File: src/rtl/blur_frame_sequencer.sv
// Raster-scan read sequencer for the 3x3 blur pipeline: issues pixel reads, flags complete
// windows, and emits output write strobes/addresses after the kernel latency.
module blur_frame_sequencer #(
  parameter int unsigned IMG_W  = 32,
  parameter int unsigned IMG_H  = 32,
  parameter int unsigned ADDR_W = 10,
  parameter int unsigned KLAT   = 2
) (
  input  logic                     clk,
  input  logic                     rst,
  input  logic                     start,
  input  logic                     stall,
  output logic                     rd_en,
  output logic [ADDR_W-1:0]        rd_addr,
  output logic                     win_valid,
  output logic [$clog2(IMG_H)-1:0] win_row,
  output logic [$clog2(IMG_W)-1:0] win_col,
  output logic                     wr_en,
  output logic [ADDR_W-1:0]        wr_addr,
  output logic                     busy,
  output logic                     done
);

  localparam int unsigned RW = $clog2(IMG_H);
  localparam int unsigned CW = $clog2(IMG_W);
  localparam int unsigned DW = $clog2(KLAT + 2);

  localparam logic [RW-1:0] RowLast  = RW'(IMG_H - 1);
  localparam logic [CW-1:0] ColLast  = CW'(IMG_W - 1);
  localparam logic [DW-1:0] DrainEnd = DW'(KLAT);

  typedef enum logic [1:0] {StIdle, StScan, StDrain, StDone} state_e;

  state_e        state_q;
  logic [RW-1:0] row_q;
  logic [CW-1:0] col_q;
  logic [DW-1:0] drain_q;

  assign rd_en = (state_q == StScan) && !stall;
  assign busy  = (state_q != StIdle);
  assign done  = (state_q == StDone);

  always_ff @(posedge clk or posedge rst) begin
    if (rst) begin
      state_q   <= StIdle;
      row_q     <= '0;
      col_q     <= '0;
      drain_q   <= '0;
      rd_addr   <= '0;
      win_valid <= 1'b0;
      win_row   <= '0;
      win_col   <= '0;
    end else begin
      win_valid <= 1'b0;
      unique case (state_q)
        StIdle: begin
          if (start) begin
            state_q <= StScan;
            row_q   <= '0;
            col_q   <= '0;
            rd_addr <= '0;
          end
        end
        StScan: begin
          if (rd_en) begin
            // Window centred one row/col behind the pixel just read.
            if (row_q >= RW'(2) && col_q >= CW'(2)) begin
              win_valid <= 1'b1;
              win_row   <= row_q - RW'(1);
              win_col   <= col_q - CW'(1);
            end
            if (col_q == ColLast) begin
              col_q <= '0;
              if (row_q == RowLast) begin
                row_q   <= '0;
                rd_addr <= '0;
                drain_q <= '0;
                state_q <= StDrain;
              end else begin
                row_q   <= row_q + RW'(1);
                rd_addr <= rd_addr + ADDR_W'(1);
              end
            end else begin
              col_q   <= col_q + CW'(1);
              rd_addr <= rd_addr + ADDR_W'(1);
            end
          end
        end
        StDrain: begin
          if (drain_q == DrainEnd) begin
            state_q <= StDone;
          end else begin
            drain_q <= drain_q + DW'(1);
          end
        end
        StDone: state_q <= StIdle;
        default: state_q <= StIdle;
      endcase
    end
  end

  // Kernel latency line; runs regardless of stall so in-flight results still land.
  if (KLAT == 0) begin : g_no_dly
    assign wr_en = win_valid;
  end else begin : g_dly
    logic [KLAT-1:0] dly_q;
    always_ff @(posedge clk or posedge rst) begin
      if (rst) begin
        dly_q <= '0;
      end else begin
        dly_q[0] <= win_valid;
        for (int i = 1; i < KLAT; i++) begin
          dly_q[i] <= dly_q[i-1];
        end
      end
    end
    assign wr_en = dly_q[KLAT-1];
  end

  always_ff @(posedge clk or posedge rst) begin
    if (rst) begin
      wr_addr <= '0;
    end else if (state_q == StIdle && start) begin
      wr_addr <= '0;
    end else if (wr_en) begin
      wr_addr <= wr_addr + ADDR_W'(1);
    end
  end

endmodule

File: config.mk
export PLATFORM = sky130hd
export DESIGN_NAME = blur_frame_sequencer
export DESIGN_NICKNAME = d
export VERILOG_FILES = /design/src/rtl/blur_frame_sequencer.sv
export SDC_FILE = /design/constraint.sdc
export NUM_CORES = 1
export LEC_CHECK = 0
export BUFFER_PORTS_ARGS = -buffer_cell sky130_fd_sc_hd__buf_4
export CAP_MARGIN = 20
export CELL_PAD_IN_SITES_DETAIL_PLACEMENT = 2
export CELL_PAD_IN_SITES_GLOBAL_PLACEMENT = 2
export CORE_MARGIN = 2
export CORE_UTILIZATION = 36
export CTS_CLUSTER_SIZE = 14
export DETAILED_ROUTE_END_ITERATION = 10
export PLACE_DENSITY_LB_ADDON = 0.1
export SETUP_SLACK_MARGIN = 0.2
export SYNTH_ARGS = -nofsm -noshare
export SYNTH_HDL_FRONTEND = slang
export SYNTH_SLANG_ARGS = --single-unit
File: constraint.sdc
create_clock -name clk -period 2.7 [get_ports clk]
set_clock_uncertainty 0.2 [all_clocks]
set_input_delay 0.135 -clock clk [delete_from_list [all_inputs] [get_ports clk]]
set_output_delay 0.135 -clock clk [all_outputs]
set_load 0.005 [all_outputs]
==> Word level (Yosys, flattened, before mapping) <==
Index checks and enable logic that the tools add are counted.
{ "classes": {"n_addsub": 7, "order_cmp": 2, "n_eq_ne": 12, "mux": 29, "reduce_logical": 14} }
{ "op_table": {"columns": ["operator", "count"], "rows": [
  ["2-to-1 mux 10 bit", 6],
  ["2-to-1 mux 5 bit", 6],
  ["adder 10 x 1 -> 10 bit, second input constant", 2],
  ["case mux 10 bit (2 select lines)", 1],
  ["case mux 5 bit (2 select lines)", 2],
  ["2-to-1 mux 2 bit", 9],
  ["adder 5 x 1 -> 5 bit, second input constant", 2],
  ["== test 5 bit, second input constant", 2],
  ["greater-or-equal comparator 5 x 2 -> 1 bit, second input constant", 2],
  ["AND reduction 5 bit", 2],
  ["subtractor 5 x 1 -> 5 bit, second input constant", 2],
  ["inequality test 2 bit, second input constant", 4],
  ["case mux 2 bit (4 select lines)", 1],
  ["nonzero test 2 bit", 4],
  ["== test 2 bit, second input constant", 3],
  ["AND reduction 3 bit", 2],
  ["inequality test 2 x 1 -> 1 bit, second input constant", 2],
  ["case mux 2 bit (2 select lines)", 1],
  ["AND reduction 4 bit", 1],
  ["logical AND 1 bit", 3],
  ["2-to-1 mux 1 bit", 3],
  ["adder 2 x 1 -> 2 bit, second input constant", 1],
  ["== test 2 x 1 -> 1 bit, second input constant", 1],
  ["zero test 2 bit", 1],
  ["zero test 1 bit", 1]
]} }
{ "totals": {"regBits": 47, "out_inout_bits": 35, "wordCells": 74} }

==> Depth between registers and ports, before layout <==
{ "depth": {"depth_word": 5, "ltp_mapped": 7, "depth_no_buf": 7} }

==> Worst setup path after synthesis <==
No wires, ideal clock.
{ "synth_timing": {"path_kind": "flip-flop to flip-flop", "from": "register row_q[1]", "to": "register state_q[1]", "setup_time_ns": 0.125, "arrival_time_ns": 1.827, "t_required_ns": 2.375, "path_slack_ns": 0.548, "stages_incl_launch_ff": 8, "n_path_buf": 0, "synth_period_minus_slack_ns": 2.152, "cell_sequence": "dfrtp_1 > ha_1 > and3_2 > ha_1 > nand2_1 > o21a_1 > a221oi_1 > mux2_2"} }
{ "synth_via": {"elab_chain_len": 3} }
{ "synth_lines": {"columns": ["item", "line_no", "text"], "rows": [
  ["start: declaration", "35", "logic [RW-1:0] row_q;"],
  ["start signal: assignment", "80", "row_q <= row_q + RW'(1);"],
  ["== test 5 bit", "74", "if (row_q == RowLast) begin"],
  ["inequality test 2 x 1 -> 1 bit (no source line)", null, null],
  ["AND reduction 5 bit (no source line)", null, null],
  ["end signal: assignment", "78", "state_q <= StDrain;"],
  ["end signal: assignment", "91", "state_q <= StDone;"],
  ["end signal: assignment", "96", "StDone: state_q <= StIdle;"],
  ["end: declaration", "34", "state_e state_q;"]
]} }
No other way between the ends.
A chain may end at the register's enable or synchronous reset.

==> Final worst setup path <==
Ends and elaborated chain as after synthesis.

==> out/metrics.yaml <==
run_status:
  status: "completed"
grt:
  use_met2: 0.308
  grt_pass1_vias: 2133
  grt_use_met1: 0.220
  busiest_layer: "met2"
  grt_max_degree: 29
  track_usage: 0.179
  grtUsageMet3: 0.0408
  grt_pass1_wl_um: 10400
  grt_overflow: 0
  antenna_found_initial: 0
sta:
  min_period_ps: 2280
  hold_viol_final: 0
  whs_ps: 92.2
  finalCritPeriodShare: 0.844
  rsz0062_at_grt: "no"
  setup_viol: 0
  tightest_slew_ps: 687
  fin_setup_tns_ps: 0
  slew-limit-headroom: 0.540
  slew_violations: 0
  max_freq_ghz: 0.439
critical_path:
  worst-path-buf-inv: 0
  start_kind: "flop"
  critPathArrivalTime_ps: 2280
  crit_required_ps: 2700
  slowest_delay_ps: 460
  crit_chain: "ha_1, and3_2, ha_1, nand2_1, o21a_1, a221oi_2, mux2_2"
  cpMaxStageDelayCell: "dfrtp_1"
  crit_top_cell: "ha_1"
  critPathKind: "flop to flop"
  cp_max_fo: 7
  critical-path-top-delay-family: "compound AO/OA/AOI/OAI gates"
  end_kind: "flop"
pwr:
  power.leakage_uw: 0.00143
  p_seq_frac: 0.385
  p_switching_uw: 969
  pwr-share-clk: 0.184
  vdd_drop_max_mv: 0.284
  powerDensity_nw_per_um2: 866
  p_total_uw: 2600
  p_int_uw: 1630
  sw_frac_of_total: 0.373
  p_comb_frac: 0.431
clock_tree:
  htree_levels: 2
  cts_inserted_buffers: 5
  cts-root-buf: "clkbuf_8"
  cts.reportedPaths.clkPinSlew_ps: 90
  clock_sinks: 47
  cts_buffer_depth: 2
  clk_latency_ps: 310
  cts_setup_buffers: 0
  cts_tree: "yes"
synth:
  async_flop_share: 1.00
  netlist_instances: 244
  syn_area_um2: 2480
  ys_ff_latch: 47
  avgSynthCellArea_um2: 10.2
  yosys_warnings: 0
  synthFlopType: "dfrtp_1"
  synth_fp_nets: 263
  synth_edf_count: 0
  synth_cell_type_count: 41
  ys_seq_area_frac: 0.474
routing:
  wl_per_cell_um: 15.9
  drt_wl_total_um: 5940
  drt_pass1_iterations: 4
  routed_via_density: 5.29
  drc: 0
  vias: 1972
  drt_iter0_markers: 36
  ant_nets: 0
layout:
  layout.nets: 311
  n_antenna_cell: 0
  area_delta_synth_final_pct: 21.0
  final_common_cell: "dfrtp_1"
  drive_gt1_frac: 0.249
  fin_area_um2: 3000
  layout_common_cells: "47 x dfrtp_1, 44 x buf_4, 24 x nor2_1, 24 x nand2_1, 18 x nand3_1"
floorplanning:
  io_pins: 39
  initial_core_util: 0.369
  fp-row-count: 30
  chipWidth_um: 87.0
  die_h_um: 87.0
  coreArea_um2: 6720
  die-area_um2: 7570
hold_path:
  min_path_type: "input pin to flop"
job:
  drv_cap: 0
placed_design:
  dp_hpwl_um: 4390
  port_buffers: 38
  place_area_um2: 2880
  gp_congestion: 0.738
layout make-up:
cell class	instances	area (µm²)
clock buffer	8	100
fill	743	3720
inverter	17	63.8
multi-input combinational	176	1220
sequential	47	1180
tap	80	100
timing repair buffer	45	340
per-layer routing:
metal / up-vias / wire [µm] / part of all wire
met2: 24 / 3060 / 0.51
li1: 939 / - / -
met4: 0 / 83 / 0.014
met1: 1002 / 2650 / 0.45
met5: - / 0 / 0
met3: 7 / 148 / 0.025
flip-flops by register name, summed over array words and instances (netlist names):
signal       flops
wr_addr         10
row_q            5
drain_q          2
win_row          5
state_q          2
win_col          5
g_dly.dly_q      2
rd_addr         10
col_q            5
win_valid        1
worst paths after layout:
check                          startpoint        endpoint  slack, ps  cells after the start
hold / removal                      stall      win_col[1]         90                      5
setup / recovery                 row_q[1]      state_q[1]        420                      7
setup reg to reg                 row_q[1]      state_q[1]        420                      7
max in group asynchronous             rst      win_row[4]       1380                      4
hold reg to reg            g_dly.dly_q[0]  g_dly.dly_q[1]        150                      0
min in group asynchronous             rst      wr_addr[8]        180                      3
logic make-up (layout without fill, tap and decap cells):
kind of cell / Yosys count / in the layout / synth area share
flip-flops: 47 / 47 / 0.474
multiplexers: 15 / 15 / 0.0761
buffers and inverters: 21 / 70 / 0.0378
AND/OR/NAND/NOR: 96 / 96 / 0.185
XOR/XNOR: 19 / 19 / 0.0671
AO/OA/AOI/OAI: 31 / 31 / 0.0847
adder cells (fa/ha/maj): 15 / 15 / 0.0756
synth_stat cells (2+ instances only):
master    number  area share
dfrtp_1       47        0.47
nand2_1       24       0.036
nor2_1        24       0.036
nand3_1       18       0.036
inv_1         17       0.026
ha_1          15       0.076
xnor2_1       11       0.039
o21ai_0       10       0.020
nor3_1         8       0.016
xor2_1         8       0.028
mux2_4         7       0.042
nand4_1        6       0.015
mux2i_1        5       0.020
a21oi_1        4      0.0081
mux2_2         3       0.014
o31ai_1        3      0.0091
or4_1          3      0.0091
a211oi_1       2      0.0060
a22o_1         2      0.0071
and2_1         2      0.0050
buf_6          2      0.0091
clkbuf_1       2      0.0030
or2_2          2      0.0050
or3_1          2      0.0050
stage by stage:
stage / utilization / cells / setup slack (ps)
6_report: 0.447 / 373 / 421
5_1_grt: 0.447 / 373 / 241
4_1_cts: 0.445 / 373 / 316
3_5_place_dp: 0.429 / 364 / 331
3_3_place_gp: 0.429 / 364 / 418
2_1_floorplan: - / 244 / 548
repair_timing:
| item | 4_1_cts | 5_1_grt |
|---|---|---|
| hold buffers | 1 | 0 |
| endpoints found under the setup margin | 0 | 2 |
| resized for setup | 0 | 2 |
| endpoints found under the hold margin | 19 | 0 |
tightest hold or removal path: cells and delay by family:
| family | cells | cell delay [ps] |
|---|---|---|
| compound gates | 2 | 120 |
| simple gates | 1 | 80 |
| mux | 1 | 110 |
| buf+inv | 1 | 120 |
power groups by stage:
| stage | clock [µW] | combinational (µW) | sequential (µW) |
|---|---|---|---|
| after global routing | 524 | 1270 | 1030 |
| final | 477 | 1120 | 1000 |
| after floorplan | 0 | 697 | 990 |
| after CTS | 494 | 1140 | 1000 |
| after detailed placement | 0 | 1130 | 1010 |
| after global placement | 0 | 1100 | 1010 |
(Power assumes the default switching activity.)
